[src/rtl/dab_setpoint_scheduler_if.sv]
// Control and operating-point bundle between the DAB setpoint scheduler and its host/modulator.
// The master side drives mode selection, period strobes and bank writes; the slave side returns the active operating point.
interface dab_setpoint_scheduler_if #(
    parameter int MODE_W = 2
);
    logic                 enable;
    logic                 period_start;
    logic [MODE_W-1:0]    mode_sel;
    logic                 wr_en;
    logic [MODE_W-1:0]    wr_mode;
    logic [2:0]           wr_addr;
    logic [18:0]          wr_data;

    logic signed [8:0]    t1;
    logic signed [8:0]    t2;
    logic signed [8:0]    phi;
    logic signed [18:0]   fs_DAB;
    logic [7:0]           deadtime;
    logic                 update_ack;
    logic                 busy;
    logic                 wr_err;

    modport master (
        output enable, period_start, mode_sel, wr_en, wr_mode, wr_addr, wr_data,
        input  t1, t2, phi, fs_DAB, deadtime, update_ack, busy, wr_err
    );

    modport slave (
        input  enable, period_start, mode_sel, wr_en, wr_mode, wr_addr, wr_data,
        output t1, t2, phi, fs_DAB, deadtime, update_ack, busy, wr_err
    );
endinterface

[src/rtl/dab_setpoint_scheduler.sv]
// Multi-mode DAB operating-point manager: a writable bank of parameter sets, applied at PWM
// period boundaries, with phi slew-limited by PHI_STEP per applied period.
module dab_setpoint_scheduler #(
    parameter int NUM_MODES = 4,
    parameter int MODE_W    = 2,
    parameter int PHI_STEP  = 4,
    parameter int FS_MAX    = 150000,
    parameter int DT_MIN    = 2
) (
    input  logic                      clk,
    input  logic                      rst,
    dab_setpoint_scheduler_if.slave   bus
);
    localparam logic signed [8:0]  LP_T1_RST = 9'sd223;
    localparam logic signed [8:0]  LP_T2_RST = 9'sd128;
    localparam logic signed [18:0] LP_FS_RST = 19'sd100000;
    localparam logic [7:0]         LP_DT_RST = 8'd20;
    localparam logic signed [9:0]  LP_STEP   = 10'(PHI_STEP);

    typedef enum logic [0:0] {S_IDLE, S_RAMP} state_t;

    state_t                 r_state;
    state_t                 w_state_next;
    logic signed [8:0]      r_t1, r_t2, r_phi;
    logic signed [18:0]     r_fs;
    logic [7:0]             r_dt;
    logic                   r_ack, r_err;

    logic signed [8:0]      w_bank_t1  [NUM_MODES];
    logic signed [8:0]      w_bank_t2  [NUM_MODES];
    logic signed [8:0]      w_bank_phi [NUM_MODES];
    logic signed [18:0]     w_bank_fs  [NUM_MODES];
    logic [7:0]             w_bank_dt  [NUM_MODES];

    logic                   w_wr_ok;
    logic                   w_apply;
    logic signed [8:0]      w_t_clamped, w_phi_clamped;
    logic signed [18:0]     w_fs_clamped;
    logic [7:0]             w_dt_clamped;
    logic [MODE_W-1:0]      w_sel;
    logic signed [9:0]      w_diff;
    logic signed [8:0]      w_phi_step;

    assign w_wr_ok = bus.wr_en && (32'(bus.wr_mode) < NUM_MODES) && (bus.wr_addr <= 3'd4);
    assign w_apply = bus.period_start && bus.enable;

    // Write clamps: angles use the signed low 9 bits, fs/deadtime the unsigned word.
    assign w_t_clamped   = bus.wr_data[8] ? 9'sd0 : $signed(bus.wr_data[8:0]);
    assign w_phi_clamped = (bus.wr_data[8:0] == 9'h100) ? 9'h101 : $signed(bus.wr_data[8:0]);
    assign w_fs_clamped  = (bus.wr_data > 19'(FS_MAX)) ? 19'(FS_MAX) : $signed(bus.wr_data);
    assign w_dt_clamped  = (bus.wr_data < 19'(DT_MIN)) ? 8'(DT_MIN) :
                           (bus.wr_data > 19'd255)     ? 8'hFF       : bus.wr_data[7:0];

    genvar gi;
    generate
        for (gi = 0; gi < NUM_MODES; gi++) begin : g_bank
            logic signed [8:0]  r_e_t1, r_e_t2, r_e_phi;
            logic signed [18:0] r_e_fs;
            logic [7:0]         r_e_dt;

            always_ff @(posedge clk) begin
                if (rst) begin
                    r_e_t1  <= LP_T1_RST;
                    r_e_t2  <= LP_T2_RST;
                    r_e_phi <= 9'sd0;
                    r_e_fs  <= LP_FS_RST;
                    r_e_dt  <= LP_DT_RST;
                end else if (w_wr_ok && (32'(bus.wr_mode) == gi)) begin
                    case (bus.wr_addr)
                        3'd0:    r_e_t1  <= w_t_clamped;
                        3'd1:    r_e_t2  <= w_t_clamped;
                        3'd2:    r_e_phi <= w_phi_clamped;
                        3'd3:    r_e_fs  <= w_fs_clamped;
                        3'd4:    r_e_dt  <= w_dt_clamped;
                        default: ;
                    endcase
                end
            end

            assign w_bank_t1[gi]  = r_e_t1;
            assign w_bank_t2[gi]  = r_e_t2;
            assign w_bank_phi[gi] = r_e_phi;
            assign w_bank_fs[gi]  = r_e_fs;
            assign w_bank_dt[gi]  = r_e_dt;
        end
    endgenerate

    // Out-of-range mode selections fall back to mode 0.
    assign w_sel  = (32'(bus.mode_sel) < NUM_MODES) ? bus.mode_sel : '0;
    assign w_diff = {w_bank_phi[w_sel][8], w_bank_phi[w_sel]} - {r_phi[8], r_phi};

    always_comb begin
        w_phi_step = w_bank_phi[w_sel];
        if (w_diff > LP_STEP)
            w_phi_step = 9'({r_phi[8], r_phi} + LP_STEP);
        else if (w_diff < -LP_STEP)
            w_phi_step = 9'({r_phi[8], r_phi} - LP_STEP);
    end

    always_comb begin
        w_state_next = r_state;
        case (r_state)
            S_IDLE:  if (w_apply && (w_phi_step != w_bank_phi[w_sel])) w_state_next = S_RAMP;
            S_RAMP:  if (w_apply && (w_phi_step == w_bank_phi[w_sel])) w_state_next = S_IDLE;
            default: w_state_next = S_IDLE;
        endcase
    end

    always_ff @(posedge clk) begin
        if (rst) begin
            r_state <= S_IDLE;
            r_t1    <= LP_T1_RST;
            r_t2    <= LP_T2_RST;
            r_phi   <= 9'sd0;
            r_fs    <= LP_FS_RST;
            r_dt    <= LP_DT_RST;
            r_ack   <= 1'b0;
            r_err   <= 1'b0;
        end else begin
            r_state <= w_state_next;
            r_ack   <= w_apply;
            r_err   <= bus.wr_en && !w_wr_ok;
            if (w_apply) begin
                r_t1  <= w_bank_t1[w_sel];
                r_t2  <= w_bank_t2[w_sel];
                r_phi <= w_phi_step;
                r_fs  <= w_bank_fs[w_sel];
                r_dt  <= w_bank_dt[w_sel];
            end
        end
    end

    assign bus.t1         = r_t1;
    assign bus.t2         = r_t2;
    assign bus.phi        = r_phi;
    assign bus.fs_DAB     = r_fs;
    assign bus.deadtime   = r_dt;
    assign bus.update_ack = r_ack;
    assign bus.busy       = (r_state == S_RAMP);
    assign bus.wr_err     = r_err;
endmodule

[src/flat_wrapper.sv]
// flat-port wrapper written by rule: the top's interface ports become plain ports
module dab_setpoint_scheduler_flat 
#(
    parameter int NUM_MODES = 4,
    parameter int MODE_W    = 2,
    parameter int PHI_STEP  = 4,
    parameter int FS_MAX    = 150000,
    parameter int DT_MIN    = 2
)
  (clk, rst, bus_enable, bus_period_start, bus_mode_sel, bus_wr_en, bus_wr_mode, bus_wr_addr, bus_wr_data, bus_t1, bus_t2, bus_phi, bus_fs_DAB, bus_deadtime, bus_update_ack, bus_busy, bus_wr_err);
  dab_setpoint_scheduler_if #(.MODE_W(MODE_W)) bus_i ();
  input  logic clk;
  input  logic rst;
  input wire logic [$bits(bus_i.enable)-1:0] bus_enable;
  input wire logic [$bits(bus_i.period_start)-1:0] bus_period_start;
  input wire logic [$bits(bus_i.mode_sel)-1:0] bus_mode_sel;
  input wire logic [$bits(bus_i.wr_en)-1:0] bus_wr_en;
  input wire logic [$bits(bus_i.wr_mode)-1:0] bus_wr_mode;
  input wire logic [$bits(bus_i.wr_addr)-1:0] bus_wr_addr;
  input wire logic [$bits(bus_i.wr_data)-1:0] bus_wr_data;
  output wire logic [$bits(bus_i.t1)-1:0] bus_t1;
  output wire logic [$bits(bus_i.t2)-1:0] bus_t2;
  output wire logic [$bits(bus_i.phi)-1:0] bus_phi;
  output wire logic [$bits(bus_i.fs_DAB)-1:0] bus_fs_DAB;
  output wire logic [$bits(bus_i.deadtime)-1:0] bus_deadtime;
  output wire logic [$bits(bus_i.update_ack)-1:0] bus_update_ack;
  output wire logic [$bits(bus_i.busy)-1:0] bus_busy;
  output wire logic [$bits(bus_i.wr_err)-1:0] bus_wr_err;
  assign bus_i.enable = bus_enable;
  assign bus_i.period_start = bus_period_start;
  assign bus_i.mode_sel = bus_mode_sel;
  assign bus_i.wr_en = bus_wr_en;
  assign bus_i.wr_mode = bus_wr_mode;
  assign bus_i.wr_addr = bus_wr_addr;
  assign bus_i.wr_data = bus_wr_data;
  assign bus_t1 = bus_i.t1;
  assign bus_t2 = bus_i.t2;
  assign bus_phi = bus_i.phi;
  assign bus_fs_DAB = bus_i.fs_DAB;
  assign bus_deadtime = bus_i.deadtime;
  assign bus_update_ack = bus_i.update_ack;
  assign bus_busy = bus_i.busy;
  assign bus_wr_err = bus_i.wr_err;
  dab_setpoint_scheduler #(.NUM_MODES(NUM_MODES), .MODE_W(MODE_W), .PHI_STEP(PHI_STEP), .FS_MAX(FS_MAX), .DT_MIN(DT_MIN)) u_core (.clk(clk), .rst(rst), .bus(bus_i));
endmodule
[config.mk]
export PLATFORM = sky130hd
export DESIGN_NAME = dab_setpoint_scheduler_flat
export DESIGN_NICKNAME = d
export VERILOG_FILES = /design/src/rtl/dab_setpoint_scheduler_if.sv /design/src/rtl/dab_setpoint_scheduler.sv /design/src/flat_wrapper.sv
export SDC_FILE = /design/constraint.sdc
export NUM_CORES = 1
export LEC_CHECK = 0
export CELL_PAD_IN_SITES_DETAIL_PLACEMENT = 1
export CELL_PAD_IN_SITES_GLOBAL_PLACEMENT = 1
export CORE_MARGIN = 2
export CORE_UTILIZATION = 50
export CTS_BUF_LIST = sky130_fd_sc_hd__clkbuf_2 sky130_fd_sc_hd__clkbuf_4 sky130_fd_sc_hd__clkbuf_8
export DETAILED_ROUTE_END_ITERATION = 16
export GPL_TIMING_DRIVEN = 0
export PLACE_DENSITY_LB_ADDON = 0.1
export RECOVER_POWER = 100
export SETUP_SLACK_MARGIN = 0.2
export SYNTH_ARGS = -nofsm -noshare
export SYNTH_HDL_FRONTEND = slang
export SYNTH_SLANG_ARGS = --single-unit
[constraint.sdc]
create_clock -name clk -period 13.85 [get_ports clk]
set_input_delay 2.77 -clock clk [delete_from_list [all_inputs] [get_ports clk]]
set_output_delay 2.77 -clock clk [all_outputs]
set_load 0.01 [all_outputs]
==> summary.md <==
| Metric | Value |
|---|---|
| Outcome | `finished, violations left` |
| Failing checks | `max-capacitance violations, max-slew violations` |
| Post-CTS setup repair buffer count | `0` |
| HPWL Detailed | `27200 um` |
| Total via count in the routed design | `10.6k` |
| Synthesized cell area | `11800 um2` |
| Power per cell area | `127 nW/um2` |
| Full die area | `24900 um2` |
| Number of search-and-repair iterations in the first detailed-routing pass | `5` |
| Starting DRC count in detailed routing | `703` |
| Final count of hold timing violations | `0` |
| Initial antenna violation count | `0` |
| Arrival time of the worst setup path | `8230 ps` |
| Layout cells sized above 1 | `9.97%` |
| Width of the die | `158 um` |
| Setup repair after global routing missed its margin | `no` |
| Hold Crit Class | `flip-flop to flip-flop` |
| Cell family with most CP delay | `compound AO/OA/AOI/OAI gates` |
| Worst Path Max Fanout | `10` |
| Setup TNS | `0 ps` |
| Clock share of power | `42.8%` |
| # clock sinks | `263` |
| Weighted congestion at the end of routability-driven global placement | `0.875` |
| Post-placement setup slack | `6720 ps` |
| Share of the clock period used by the worst path after layout | `56.1%` |
| Ys async rst share | `0%` |
| Comb power frac | `13.0%` |
| Final-report setup violation count | `0` |
| Leftover overflow at the end of global routing | `0` |
| CTS root buf | `sky130_fd_sc_hd__clkbuf_8` |
| Peak supply drop | `0.0782 mV` |
| Vias/cell | `5.95` |
| Post-route antenna net violation count | `0` |
| Total wire length | `38500 um` |
| Synth-to-Final Area Change | `17.6%` |
| GRT Overall Usage | `31.4%` |
| First-pass GRT wire length | `60300 um` |
| Net switching share of the total power | `26.7%` |
| Starting density of the core | `50.6%` |
| Port-buffer cells | `77` |
| Fmax | `129 MHz` |
| Number of global-route vias before repair | `10.9k` |
| First element of the critical path | `bus_mode_sel[1]` |
| Cells along the critical path | `clkbuf_1 -> clkbuf_1 -> mux4_2 -> ha_1 -> nand3b_1 -> a21oi_1 -> nor4_1 -> nand3b_2 -> o41ai_1 -> nor2_1 -> a2111o_1 -> a21oi_1` |
| Critical path launch point type | `input pin` |
| Reg-to-reg critical path startpoint | `u_core.g_bank[3].r_e_phi[4]` |
| Number of buffers inserted for hold repair after clock tree synthesis | `0` |
| Antenna diodes | `0` |
| Total of flip-flops plus latches after synthesis | `263` |
| Pin count of the biggest net entering global routing | `12` |
| Inserted Clock Buffers | `45` |
| Number of enable flip-flop cells after synthesis | `0` |
| Max stage delay cell, worst path | `sky130_fd_sc_hd__o41ai_1` |
| Unique masters post-synth | `70` |
| Crit end category | `flip-flop` |
| Main flop type after synthesis | `sky130_fd_sc_hd__dfxtp_1` |
| Power Internal | `1.29 mW` |
| Number of gates resized after cts | `0` |
| I/O Pins | `88` |
| Number of fillers in the final layout | `2770` |
| H-tree levels | `2` |
| CTS tree | `done` |
| Leakage power total | `5.07 nW` |
| Max cap viols | `2` |
| Data required time at the worst endpoint | `14310 ps` |
| Warning count from the yosys run | `0` |
| Buf+Inv Stages, Crit Path | `2` |
| Post-synthesis average cell area | `9.07 um2` |
| Residual DRC | `0` |
| Later-pin clock latency in the skew report | `550 ps` |
| Routed length per instance | `21.7 um` |
| Core Rows | `56` |
| Final Worst Setup Slack | `6080 ps` |
| CTS Buffer Depth | `3` |
| Height of the die | `158 um` |
| Slew Limit Headroom | `-69.0%` |
| Fraction of the yosys area taken by sequential cells | `44.6%` |
| Core outline area | `23300 um2` |
| Final Net Count | `1471` |
| Switching power | `469 uW` |
| Fin Clk Skew | `13.9 ps` |
| Slew at the pin closest to its max-slew limit | `2510 ps` |
| Type of the worst setup path | `input pin to flip-flop` |
| Final period demand of the worst path | `7770 ps` |
| Slew Limit Fails | `20` |
| Portion of total power attributed to sequential cells | `44.2%` |
| Post-Synthesis Cells | `1303` |
| Largest stage delay on the critical path | `1460 ps` |
| Startpoint of the most critical hold path | `u_core.bus.fs_DAB[1]` |
| Clock-pin slew reported for the worst setup and hold paths after clock tree synthesis | `70 ps` |
-- final timing paths --
kind,to,slack (ps),cells past startpoint
worst max register to register,u_core.bus.phi[7],9120,11
worst min-delay path,u_core.bus.fs_DAB[1],450,2
worst max-delay path,u_core.bus.phi[7],6080,12
worst min register to register,u_core.bus.fs_DAB[1],450,2
-- state kept, by name (all words and copies together), names as in the netlist, named ones only --
register and flops:
u_core.g_bank.r_e_fs 76, u_core.g_bank.r_e_phi 36, u_core.g_bank.r_e_dt 32, u_core.g_bank.r_e_t1 32, u_core.g_bank.r_e_t2 32, u_core.bus.fs_DAB 19
u_core.bus.phi 9, u_core.bus.deadtime 8, u_core.bus.t1 8, u_core.bus.t2 8, u_core.bus.update_ack 1, u_core.bus.wr_err 1
-- power by group through the flow --
stage / Sequential [mW] / Combinational (mW) / Clock [mW]
after CTS: 0.777 / 0.238 / 0.761
after global placement: 0.793 / 0.230 / 0
after floorplan: 0.794 / 0.156 / 0
after global routing: 0.778 / 0.247 / 0.796
after detailed placement: 0.793 / 0.235 / 0
final: 0.777 / 0.228 / 0.753
-- worst reg2reg max path: cells and delay by family, from the launching register on --
kind,cells,cell delay (ps)
compound gates,6,2770
simple gates,2,560
mux,1,550
flops,1,320
fa+ha+maj,1,320
buf+inv,1,140
-- cells in the mapped netlist, types with 2 or more instances --
| cell type | n | area share [%] |
|---|---|---|
| sky130_fd_sc_hd__nand3_1 | 29 | 1.2 |
| sky130_fd_sc_hd__buf_4 | 2 | 0.13 |
| sky130_fd_sc_hd__a2111oi_0 | 2 | 0.15 |
| sky130_fd_sc_hd__nor3b_1 | 5 | 0.32 |
| sky130_fd_sc_hd__xnor2_1 | 14 | 1.0 |
| sky130_fd_sc_hd__nand2b_1 | 14 | 0.74 |
| sky130_fd_sc_hd__nor4_1 | 3 | 0.16 |
| sky130_fd_sc_hd__mux4_2 | 52 | 9.9 |
| sky130_fd_sc_hd__a32o_1 | 3 | 0.25 |
| sky130_fd_sc_hd__a211oi_1 | 53 | 3.4 |
| sky130_fd_sc_hd__o21ai_0 | 9 | 0.38 |
| sky130_fd_sc_hd__a21o_1 | 3 | 0.19 |
| sky130_fd_sc_hd__inv_1 | 23 | 0.73 |
| sky130_fd_sc_hd__or4_1 | 2 | 0.13 |
| sky130_fd_sc_hd__and3_1 | 2 | 0.11 |
| sky130_fd_sc_hd__buf_6 | 2 | 0.19 |
| sky130_fd_sc_hd__o22ai_1 | 2 | 0.11 |
| sky130_fd_sc_hd__and2_1 | 3 | 0.16 |
| sky130_fd_sc_hd__a221oi_1 | 2 | 0.15 |
| sky130_fd_sc_hd__xor2_1 | 3 | 0.22 |
| sky130_fd_sc_hd__a31oi_1 | 6 | 0.32 |
| sky130_fd_sc_hd__clkbuf_1 | 89 | 2.8 |
| sky130_fd_sc_hd__buf_1 | 9 | 0.29 |
| sky130_fd_sc_hd__nand3b_1 | 18 | 1.1 |
| sky130_fd_sc_hd__mux2i_1 | 38 | 3.2 |
| sky130_fd_sc_hd__ha_1 | 11 | 1.2 |
| sky130_fd_sc_hd__nor2b_1 | 10 | 0.53 |
| sky130_fd_sc_hd__nand2_1 | 144 | 4.6 |
| sky130_fd_sc_hd__or3b_2 | 2 | 0.15 |
| sky130_fd_sc_hd__or2_2 | 4 | 0.21 |
| sky130_fd_sc_hd__o221ai_1 | 2 | 0.15 |
| sky130_fd_sc_hd__nor3_1 | 15 | 0.64 |
| sky130_fd_sc_hd__nor2_1 | 266 | 8.5 |
| sky130_fd_sc_hd__a21oi_1 | 101 | 4.3 |
| sky130_fd_sc_hd__a211o_1 | 63 | 4.7 |
| sky130_fd_sc_hd__dfxtp_1 | 263 | 45 |
-- stage by stage --
stage / util (%) / cell area, um2 / total power [mW] / instances / hold slack, ps
after floorplan: - / 11800 / 0.950 / 1304 / 430
after global placement: 55.7 / 13000 / 1.02 / 1700 / 437
after detailed placement: 55.7 / 13000 / 1.03 / 1700 / 445
after CTS: 59.8 / 14000 / 1.78 / 1774 / 456
after global routing: 59.5 / 13900 / 1.82 / 1774 / 463
final: 59.5 / 13900 / 1.76 / 1774 / 452
-- per-layer routing --
layer / global-route usage, % / vias to the layer above / part of all wire, %
li1: - / 4829 / -
met1: 39.4 / 5313 / 42
met2: 54.4 / 329 / 50
met3: 5.56 / 79 / 5.8
met4: 10.8 / 0 / 2.7
met5: 0 / - / 0
-- final cells by class --
cell class	count	area [um2]	share of cell area, %
inverters	23	86.3	0.621
repair buffers	77	771	5.55
plain buffers	104	407	2.93
well taps	319	399	2.87
clock inverters	4	73.8	0.531
flip-flops and latches	263	5270	37.9
clock buffers	70	882	6.35
multi-input cells	914	6010	43.2
-- layout by cell type (no fill, tap or decap), types with 3 or more instances in the layout --
master / Yosys / routed
sky130_fd_sc_hd__a21o_1: 3 / 3
sky130_fd_sc_hd__nand2b_1: 14 / 14
sky130_fd_sc_hd__inv_1: 23 / 23
sky130_fd_sc_hd__nor4_1: 3 / 4
sky130_fd_sc_hd__clkdlybuf4s50_1: 0 / 15
sky130_fd_sc_hd__clkbuf_8: 0 / 57
sky130_fd_sc_hd__ha_1: 11 / 11
sky130_fd_sc_hd__mux2i_1: 38 / 39
sky130_fd_sc_hd__a31oi_1: 6 / 6
sky130_fd_sc_hd__buf_1: 9 / 3
sky130_fd_sc_hd__nor2b_1: 10 / 10
sky130_fd_sc_hd__nand2_1: 144 / 144
sky130_fd_sc_hd__dfxtp_1: 263 / 263
sky130_fd_sc_hd__dlygate4sd3_1: 0 / 62
sky130_fd_sc_hd__clkbuf_1: 89 / 97
sky130_fd_sc_hd__nand3b_1: 18 / 18
sky130_fd_sc_hd__a32o_1: 3 / 3
sky130_fd_sc_hd__nand3_1: 29 / 29
sky130_fd_sc_hd__mux4_2: 52 / 52
sky130_fd_sc_hd__nor3_1: 15 / 15
sky130_fd_sc_hd__xnor2_1: 14 / 14
sky130_fd_sc_hd__nor2_1: 266 / 266
sky130_fd_sc_hd__nor3b_1: 5 / 5
sky130_fd_sc_hd__a21oi_1: 101 / 101
sky130_fd_sc_hd__a211oi_1: 53 / 53
sky130_fd_sc_hd__o21ai_0: 9 / 9
sky130_fd_sc_hd__xor2_1: 3 / 3
sky130_fd_sc_hd__or2_2: 4 / 4
sky130_fd_sc_hd__or4_1: 2 / 3
sky130_fd_sc_hd__a211o_1: 63 / 63
sky130_fd_sc_hd__clkbuf_4: 0 / 13
-- cell families after synthesis --
family          count (synthesis)  share of synthesized area, %
simple gates                  527                          19.4
compound gates                265                          15.9
flops                         263                          44.6
buf+inv                       127                          4.25
mux                            91                          13.3
xor+xnor                       17                          1.26
fa+ha+maj                      12                          1.33
other cells                     1                        0.0317
(Power assumes the default switching activity.)
